===== src/rtl/fpa_share_ctrl.sv =====
// rtl/fpa_share_ctrl.sv - round-robin controller sharing one FP adder among N_REQ clients (option macro: FPA_TIMEOUT_EN)
module fpa_share_ctrl #(
  parameter int N_REQ   = 4,
  parameter int TIMEOUT = 255
) (
  input  logic                clk,
  input  logic                rst,
  input  logic [N_REQ-1:0]    req,
  input  logic [32*N_REQ-1:0] opA,
  input  logic [32*N_REQ-1:0] opB,
  output logic [N_REQ-1:0]    gnt,
  output logic [N_REQ-1:0]    ack,
  output logic [31:0]         res,
  output logic [2:0]          res_id,
  output logic                err,
  output logic                busy,
  output logic [31:0]         fpa_A,
  output logic [31:0]         fpa_B,
  output logic                fpa_start,
  input  logic                fpa_done,
  input  logic [31:0]         fpa_ans
);

  typedef enum logic [2:0] {S_IDLE, S_LOAD, S_START, S_WAIT, S_DONE} state_t;

  state_t             state_q, state_d;
  logic [2:0]         ptr_q, ptr_d;
  logic [2:0]         id_q, id_d;
  logic [N_REQ-1:0]   gnt_q, gnt_d;
  logic [N_REQ-1:0]   ack_q, ack_d;
  logic [31:0]        res_q, res_d;
  logic [2:0]         res_id_q, res_id_d;
  logic               err_q, err_d;
  logic               busy_q, busy_d;
  logic [31:0]        fpa_a_q, fpa_a_d;
  logic [31:0]        fpa_b_q, fpa_b_d;
  logic               fpa_start_q, fpa_start_d;
  logic               done_prev_q, done_prev_d;

`ifdef FPA_TIMEOUT_EN
  localparam int          CNT_W = $clog2(TIMEOUT + 1);
  localparam logic [31:0] QNAN  = 32'h7FC0_0000;
  logic [CNT_W-1:0]   cnt_q, cnt_d;
`else
  logic unused_timeout;
  assign unused_timeout = (TIMEOUT > 0);
`endif

  logic [7:0]  req_ext;
  logic [3:0]  scan_idx;
  logic        found;
  logic [2:0]  win;
  logic [31:0] win_a, win_b;

  // Round-robin pick: first requester at or above ptr, wrapping modulo N_REQ
  always_comb begin
    req_ext  = 8'(req);
    found    = 1'b0;
    win      = 3'd0;
    scan_idx = 4'd0;
    for (int k = 0; k < N_REQ; k++) begin
      scan_idx = {1'b0, ptr_q} + 4'(k);
      if (scan_idx >= 4'(N_REQ)) scan_idx = scan_idx - 4'(N_REQ);
      if (!found && req_ext[scan_idx[2:0]]) begin
        found = 1'b1;
        win   = scan_idx[2:0];
      end
    end
  end

  // Operand slices of the arbitration winner
  always_comb begin
    win_a = 32'd0;
    win_b = 32'd0;
    for (int i = 0; i < N_REQ; i++) begin
      if (win == 3'(i)) begin
        win_a = opA[32*i +: 32];
        win_b = opB[32*i +: 32];
      end
    end
  end

  // Next-state and registered-output logic of the scheduler FSM
  always_comb begin
    state_d     = state_q;
    ptr_d       = ptr_q;
    id_d        = id_q;
    gnt_d       = '0;
    ack_d       = '0;
    res_d       = res_q;
    res_id_d    = res_id_q;
    err_d       = 1'b0;
    fpa_a_d     = fpa_a_q;
    fpa_b_d     = fpa_b_q;
    fpa_start_d = 1'b0;
    // previous-cycle done level; a level left high across START never looks like an edge
    done_prev_d = fpa_done;
`ifdef FPA_TIMEOUT_EN
    cnt_d       = cnt_q;
`endif
    case (state_q)
      S_IDLE: begin
        if (found) begin
          id_d    = win;
          fpa_a_d = win_a;
          fpa_b_d = win_b;
          for (int i = 0; i < N_REQ; i++) gnt_d[i] = (win == 3'(i));
          state_d = S_LOAD;
        end
      end
      S_LOAD: begin
        fpa_start_d = 1'b1;
        state_d     = S_START;
      end
      S_START: begin
`ifdef FPA_TIMEOUT_EN
        cnt_d = '0;
`endif
        state_d = S_WAIT;
      end
      S_WAIT: begin
        if (fpa_done && !done_prev_q) begin
          res_d    = fpa_ans;
          res_id_d = id_q;
          for (int i = 0; i < N_REQ; i++) ack_d[i] = (id_q == 3'(i));
          state_d  = S_DONE;
        end
`ifdef FPA_TIMEOUT_EN
        else if (cnt_q == CNT_W'(TIMEOUT - 1)) begin
          res_d    = QNAN;
          res_id_d = id_q;
          err_d    = 1'b1;
          for (int i = 0; i < N_REQ; i++) ack_d[i] = (id_q == 3'(i));
          state_d  = S_DONE;
        end else begin
          cnt_d = cnt_q + CNT_W'(1);
        end
`endif
      end
      S_DONE: begin
        ptr_d   = (id_q == 3'(N_REQ - 1)) ? 3'd0 : id_q + 3'd1;
        state_d = S_IDLE;
      end
      default: state_d = S_IDLE;
    endcase
    busy_d = (state_d != S_IDLE);
  end

  // State and output registers with synchronous reset
  always_ff @(posedge clk) begin
    if (rst) begin
      state_q     <= S_IDLE;
      ptr_q       <= 3'd0;
      id_q        <= 3'd0;
      gnt_q       <= '0;
      ack_q       <= '0;
      res_q       <= 32'd0;
      res_id_q    <= 3'd0;
      err_q       <= 1'b0;
      busy_q      <= 1'b0;
      fpa_a_q     <= 32'd0;
      fpa_b_q     <= 32'd0;
      fpa_start_q <= 1'b0;
      done_prev_q <= 1'b0;
`ifdef FPA_TIMEOUT_EN
      cnt_q       <= '0;
`endif
    end else begin
      state_q     <= state_d;
      ptr_q       <= ptr_d;
      id_q        <= id_d;
      gnt_q       <= gnt_d;
      ack_q       <= ack_d;
      res_q       <= res_d;
      res_id_q    <= res_id_d;
      err_q       <= err_d;
      busy_q      <= busy_d;
      fpa_a_q     <= fpa_a_d;
      fpa_b_q     <= fpa_b_d;
      fpa_start_q <= fpa_start_d;
      done_prev_q <= done_prev_d;
`ifdef FPA_TIMEOUT_EN
      cnt_q       <= cnt_d;
`endif
    end
  end

  assign gnt       = gnt_q;
  assign ack       = ack_q;
  assign res       = res_q;
  assign res_id    = res_id_q;
  assign err       = err_q;
  assign busy      = busy_q;
  assign fpa_A     = fpa_a_q;
  assign fpa_B     = fpa_b_q;
  assign fpa_start = fpa_start_q;

endmodule


===== config.mk =====
export PLATFORM = sky130hd
export DESIGN_NAME = fpa_share_ctrl
export DESIGN_NICKNAME = d
export VERILOG_FILES = /design/src/rtl/fpa_share_ctrl.sv
export SDC_FILE = /design/constraint.sdc
export NUM_CORES = 1
export LEC_CHECK = 0
export BUFFER_PORTS_ARGS = -buffer_cell sky130_fd_sc_hd__buf_4
export CAP_MARGIN = 20
export CORE_ASPECT_RATIO = 0.9
export CORE_MARGIN = 2
export CORE_UTILIZATION = 25
export CTS_CLUSTER_SIZE = 20
export DETAILED_ROUTE_END_ITERATION = 8
export GPL_TIMING_DRIVEN = 0
export SLEW_MARGIN = 20
export SYNTH_ARGS = -nofsm -noshare
export SYNTH_HDL_FRONTEND = slang
export SYNTH_SLANG_ARGS = --single-unit

===== constraint.sdc =====
create_clock -name clk -period 4.56 [get_ports clk]
set_input_delay 0.456 -clock clk [delete_from_list [all_inputs] [get_ports clk]]
set_output_delay 0.456 -clock clk [all_outputs]
set_load 0.005 [all_outputs]

==> flow_metrics.env, run 1 <==
export IMPL_slew_viol_final=0
export IMPL_clockBufferDepth=2
export IMPL_drv_cap=0
export IMPL_synthFlopType="dfxtp_1"
export IMPL_synth_nets=951
export IMPL_rr_startpoint="ptr_q[1]"
export IMPL_grt_setup_unrepaired="no"
export IMPL_final_hold_viol_count=0
export IMPL_cpPeakStageDelay_ps=580
export IMPL_path_delay_family="buffers and inverters"
export IMPL_grt_use_total=0.204
export IMPL_tns_ps=0
export IMPL_synth_edf_count=0
export IMPL_drive_gt1_frac=0.436
export IMPL_post_route_period_util=0.925
export IMPL_end_kind="register"
export IMPL_critical_path_cell_chain="clkbuf_1 > inv_1 > ha_1 > buf_2 > mux4_2 > a21oi_1 > a311o_1 > or3_1 > clkbuf_1 > clkbuf_1 > o221ai_1"
export IMPL_start_kind="register"
export IMPL_core_area_mm2=0.0241
export IMPL_hold_start="fpa_done"
export IMPL_clock_sinks=119
export IMPL_finalCriticalPeriod_ps=4220
export IMPL_gp_congestion=0.864
export IMPL_hold_class="in2reg"
export IMPL_ys_warn_count=0
export IMPL_worstPathMaxFanout=10
export IMPL_die_x_um=168
export IMPL_fp_dieH_um=152
export IMPL_detail_route_wl_per_cell_um=18.9
export IMPL_outcome="finished, final reports clean"
export IMPL_num_rows=54
export IMPL_arrival_ps=4470
export IMPL_dpl_hpwl_um=20800
export IMPL_clock_latency_ps=430
export IMPL_nets=1373
export IMPL_root_buffer="clkbuf_16"
export IMPL_syn_area_per_cell_um2=9.35
export IMPL_grt_max_degree=17
export IMPL_final_fill_count=2401
export IMPL_design_area_mm2=0.0101
export IMPL_final_cell_mix="buf_4, nand2_1, mux2i_1, dfxtp_1, o221ai_1"
export IMPL_finalSetupViolCount=0
export IMPL_ant_nets=0
export IMPL_max_slew_margin=0.338
export IMPL_antenna_found_initial=0
export IMPL_holdPathStages=2
export IMPL_overflow=0
export IMPL_io_buffers=403
export IMPL_wl_um=26400
export IMPL_route_detailed_drc=0
export IMPL_vias=6686
export IMPL_crit_type="reg2reg"
export IMPL_synthArstFlopShare=0
export IMPL_clk_pin_slew_ps=70
export IMPL_rrSetupSlack_ps=340
export IMPL_synth_seq_area_share=0.392
export IMPL_io_pins=405
export IMPL_grt_pass1_wl_um=39900
export IMPL_cp_data_required_time_ps=4810
export IMPL_die_area_mm2=0.0256
export IMPL_vdd_drop_max_uv=227
export IMPL_crit_slowest_cell="mux4_2"
export IMPL_dpl_cell_area_mm2=0.00949
export IMPL_cts_tree="built"
export IMPL_mappedNetlistArea_mm2=0.00607
export IMPL_htree_levels=4
export IMPL_final_common_cell="buf_4"
export IMPL_n_antenna_cell=0
export IMPL_syn2layout_area_growth_pct=65.6
export IMPL_crit_top_cell="clkbuf_1"
export IMPL_ys_types=50
export IMPL_fin_skew_ps=20.0
export IMPL_p_leak_uw=0.00438
export IMPL_fmax_mhz=237
export IMPL_fin_hold_ws_ps=271
export IMPL_r2r_cells=11
export IMPL_first_iter_violations=277
export IMPL_first_pass_iters=4
export IMPL_syn_inst=650
export IMPL_synth_seq_cells=119
export IMPL_pwr_density_cell_mw_per_mm2=333
export IMPL_fin_util=0.418
export IMPL_via_per_inst=4.80
export IMPL_cts_buffers=17
export IMPL_worst_pin_slew_ps=968
export IMPL_timing_rr_end="fpa_A[19]"
export IMPL_crit_buf_inv=5
export IMPL_holdPathEnd="done_prev_q"
export IMPL_grt_pass1_vias=6865
export IMPL_start_util=0.253
==> cell usage after synthesis, types with 3 or more instances <==
| library cell | instances | area share |
|---|---|---|
| dfxtp_1 | 119 | 0.39 |
| a21oi_1 | 41 | 0.034 |
| o21ai_0 | 3 | 0.0025 |
| and2_1 | 4 | 0.0041 |
| buf_2 | 8 | 0.0066 |
| nand2b_1 | 4 | 0.0041 |
| nand3_1 | 3 | 0.0025 |
| a2111oi_2 | 9 | 0.022 |
| a2111oi_0 | 6 | 0.0087 |
| o21bai_1 | 14 | 0.017 |
| clkbuf_1 | 38 | 0.023 |
| nor2_1 | 15 | 0.0093 |
| mux4_2 | 3 | 0.011 |
| a21o_1 | 3 | 0.0037 |
| inv_1 | 5 | 0.0031 |
| a211oi_1 | 17 | 0.021 |
| ha_1 | 6 | 0.012 |
| nand2_1 | 129 | 0.080 |
| buf_6 | 6 | 0.011 |
| and3_1 | 14 | 0.014 |
| mux2i_1 | 119 | 0.20 |
| o221ai_1 | 48 | 0.069 |
==> registers in the layout (all words and copies together) (netlist names) <==
register     count
fpa_B           32
gnt              4
res             32
ack              4
state_q          3
done_prev_q      1
busy             1
ptr_q            3
res_id           3
fpa_A           32
id_q             3
fpa_start        1
==> layout make-up <==
type / instances / area [um^2] / share of cell area
Buffer: 56 / 274 / 0.0272
Clock buffer: 17 / 425 / 0.0423
Clock inverter: 15 / 143 / 0.0142
Inverter: 5 / 18.8 / 0.00187
Multi-Input combinational cell: 470 / 3410 / 0.339
Sequential cell: 119 / 2380 / 0.237
Tap cell: 308 / 385 / 0.0383
Timing Repair Buffer: 403 / 3030 / 0.301
==> routing by layer <==
| metal | up-vias | share of wire | GRT usage |
|---|---|---|---|
| li1 | 3247 | - | - |
| met1 | 3125 | 0.41 | 0.244 |
| met2 | 276 | 0.49 | 0.347 |
| met3 | 38 | 0.074 | 0.0630 |
| met4 | 0 | 0.026 | 0.0681 |
| met5 | - | 0 | 0 |
==> timing repair <==
item / CTS / global route
setup endpoints to repair: 0 / 2
resized for setup: 0 / 2
hold buffers: 0 / 0
buffers inserted: 0 / 0
==> worst max path at each step <==
stage               depth (start not counted)  slack (ps)         to     start
floorplan                                  11        1280  fpa_A[12]  ptr_q[1]
global placement                           11         240  fpa_A[19]  ptr_q[1]
detailed placement                         11         240  fpa_A[19]  ptr_q[1]
CTS                                        11         220  fpa_A[16]  ptr_q[1]
global route                               11          20  fpa_A[20]  ptr_q[1]
finish                                     11         340  fpa_A[19]  ptr_q[1]
==> cells by family (layout without fill, tap and decap cells) <==
family | Yosys count | after routing | share of synthesized area
compound gates | 156 | 156 | 0.203
other cells | 1 | 1 | 0.000617
mux | 123 | 123 | 0.209
simple gates | 184 | 184 | 0.135
buf+inv | 61 | 496 | 0.0480
fa+ha+maj | 6 | 6 | 0.0124
flops | 119 | 119 | 0.392
==> report_power, final <==
group / internal, uW / switching (uW)
logic: 441 / 385
registers: 1150 / 61.5
clock network: 761 / 558
total: 2350 / 1010
==> stage by stage <==
step | power, uW | setup WS (ps) | cells
after CTS | 3400 | 218 | 1393
after global routing | 3520 | 15.8 | 1393
after global placement | 2060 | 240 | 1361
after floorplan | 1560 | 1280 | 650
final | 3350 | 342 | 1393
after detailed placement | 2070 | 238 | 1361
(Power assumes the default switching activity.)
==> run 2: changes to the inputs <==
--- a/config.mk
+++ b/config.mk
@@ -5,6 +5,7 @@
 export SDC_FILE = /design/constraint.sdc
 export NUM_CORES = 1
 export LEC_CHECK = 0
+export ABC_AREA = 1
 export BUFFER_PORTS_ARGS = -buffer_cell sky130_fd_sc_hd__buf_4
 export CAP_MARGIN = 20
 export CORE_ASPECT_RATIO = 0.9
==> flow_metrics.env, run 2 <==
export IMPL_fmax_mhz=328
export IMPL_max_slew_margin=0.528
export IMPL_final_common_cell="buf_4"
export IMPL_first_iter_violations=533
export IMPL_gp_congestion=0.892
export IMPL_io_pins=405
export IMPL_fp_dieH_um=162
export IMPL_crit_type="reg2reg"
export IMPL_synth_seq_cells=119
export IMPL_antenna_found_initial=0
export IMPL_ant_nets=0
export IMPL_core_area_mm2=0.0272
export IMPL_tns_ps=0
export IMPL_n_antenna_cell=0
export IMPL_synth_top_area_share=0.343
export IMPL_final_fill_count=2907
export IMPL_slew_viol_final=0
export IMPL_via_per_inst=4.75
export IMPL_synth_edf_count=0
export IMPL_cts_setup_buffers=0
export IMPL_io_buffers=403
export IMPL_hold_buffers=0
export IMPL_cp_data_required_time_ps=4930
export IMPL_cell_internal_pwr_uw=2430
export IMPL_setup_slack_ps=1510
export IMPL_finalPower_uw=3750
export IMPL_ctsResizeCount=0
export IMPL_grt_setup_unrepaired="no"
export IMPL_outcome="finished, final reports clean"
export IMPL_pwr_share_clk=0.362
export IMPL_cts_buffers=17
export IMPL_synthArstFlopShare=0
export IMPL_grt_max_degree=17
export IMPL_crit_slowest_cell="nor2_2"
export IMPL_synth_seq_area_share=0.343
export IMPL_grt_pass1_vias=8525
export IMPL_path_delay_family="simple AND/OR/NAND/NOR gates"
export IMPL_grt_use_total=0.218
export IMPL_clk_pin_slew_ps=70
export IMPL_synthTopCellsByArea="dfxtp_1, nand2_1, nand3_1, nand3b_1, nor2_1"
export IMPL_htree_levels=4
export IMPL_worst_pin_slew_ps=709
export IMPL_netlist_top_cells_count="nand2_1, nand3_1, dfxtp_1"
export IMPL_clockBufferDepth=2
export IMPL_pwr_density_cell_mw_per_mm2=341
export IMPL_num_rows=57
export IMPL_synthFlopType="dfxtp_1"
export IMPL_syn2layout_area_growth_pct=58.3
export IMPL_power_share_combinational=0.312
export IMPL_wl_um=33000
export IMPL_hold_class="in2reg"
export IMPL_overflow=0
export IMPL_drive_gt1_frac=0.349
export IMPL_end_kind="register"
export IMPL_synth_top_cell_by_area="dfxtp_1"
export IMPL_clock_sinks=119
export IMPL_nets=1782
export IMPL_syn_area_per_cell_um2=6.56
export IMPL_die_area_mm2=0.0291
export IMPL_route_detailed_drc=0
export IMPL_finalSetupViolCount=0
export IMPL_p_sw_uw=1320
export IMPL_final_cell_mix="buf_4, nand2_1, nand3_1, dfxtp_1, nor2_1"
export IMPL_pre_cts_slack_ps=1480
export IMPL_pwr_share_seq=0.325
export IMPL_finalCriticalPeriod_ps=3050
export IMPL_detail_route_wl_per_cell_um=17.8
export IMPL_first_pass_iters=5
export IMPL_syn_inst=1059
export IMPL_drv_cap=0
export IMPL_critical_path_cell_chain="buf_6 > inv_6 > ha_1 > inv_2 > nand3_1 > nand3_4 > nor2_2 > nor2_1 > o21ai_1 > nand2_1 > nor2_2 > buf_2 > nand2_1 > nand3_1 > o21a_1"
export IMPL_p_sw_frac=0.353
export IMPL_cpPeakStageDelay_ps=440
export IMPL_yosysMostFrequentCell="nand2_1"
export IMPL_crit_buf_inv=4
export IMPL_start_kind="register"
export IMPL_post_route_period_util=0.669
export IMPL_start_util=0.256
export IMPL_root_buffer="clkbuf_16"
export IMPL_mappedNetlistArea_mm2=0.00695
export IMPL_vdd_drop_max_uv=173
export IMPL_ys_types=37
export IMPL_fin_skew_ps=11.7
export IMPL_ys_warn_count=0
export IMPL_p_leak_uw=0.00540
export IMPL_dpl_hpwl_um=25500
export IMPL_synth_nets=1360
export IMPL_arrival_ps=3420
export IMPL_vias=8777
export IMPL_cts_tree="built"
export IMPL_final_hold_viol_count=0
export IMPL_die_x_um=180
export IMPL_worstPathMaxFanout=10
export IMPL_grt_pass1_wl_um=48900
export IMPL_clock_latency_ps=420
[run 2: changes by cell type in the layout (fill, tap and decap cells not counted), sizes merged, moves of 16 or more]
cell	change
nand3	+189
nand2	+136
mux2i	-119
o21ai	+86
nor2	+72
inv	+68
nand3b	+50
o221ai	-48
buf	+40
a211oi	-17
a21oi	+16
[run 2: layout make-up]
type                            instances  area [um^2]  share of cell area
Multi-Input combinational cell        782         3780               0.344
Timing Repair Buffer                  403         3030               0.275
Sequential cell                       119         2380               0.217
Buffer                                 83          493              0.0448
Tap cell                              354          443              0.0403
Clock buffer                           17          425              0.0387
Inverter                               75          289              0.0263
Clock inverter                         15          154              0.0140
[run 2: metrics by stage]
stage	hold slack, ps	util	area, um^2	std cells
floorplan	422	-	6950	1059
global placement	446	0.383	10400	1816
detailed placement	448	0.383	10400	1816
CTS	236	0.405	11000	1848
global route	263	0.405	11000	1848
finish	253	0.405	11000	1848
[run 2: worst paths after layout]
check,from,endpoint,slack (ps),depth (start not counted)
setup / recovery,ptr_q[0],fpa_B[28],1510,15
hold / removal,fpa_done,done_prev_q,250,3
hold reg to reg,state_q[2],fpa_start,460,1
setup reg to reg,ptr_q[0],fpa_B[28],1510,15
[run 2: routing by layer]
layer,up-vias,global-route usage,part of all wire
met5,-,0,0
met4,0,0.0687,0.025
met3,43,0.0614,0.079
met2,393,0.378,0.48
met1,4015,0.262,0.41
li1,4326,-,-
[run 2: kinds of logic after synthesis]
family,after synthesis,share of synthesized area
AO/OA/AOI/OAI,165,0.126
buffers and inverters,158,0.113
flip-flops,119,0.343
other,1,0.000540
AND/OR/NAND/NOR,610,0.408
adder cells (fa/ha/maj),6,0.0108
[run 2: power by group through the flow]
stage	sequential, uW	combinational, uW	clock (uW)
finish	1220	1170	1360
CTS	1220	1180	1390
detailed placement	1240	1180	0
global placement	1240	1170	0
global route	1230	1290	1430
floorplan	1240	577	0
[run 2: worst reg2reg max path, cell delays in order, from the launching register on]
cell and delay [ps]:
dfxtp_1 350, buf_6 150, inv_6 60, ha_1 440, inv_2 60, nand3_1 160, nand3_4 130, nor2_2 120
nor2_1 50, o21ai_1 60, nand2_1 340, nor2_2 440, buf_2 330, nand2_1 90, nand3_1 120, o21a_1 110
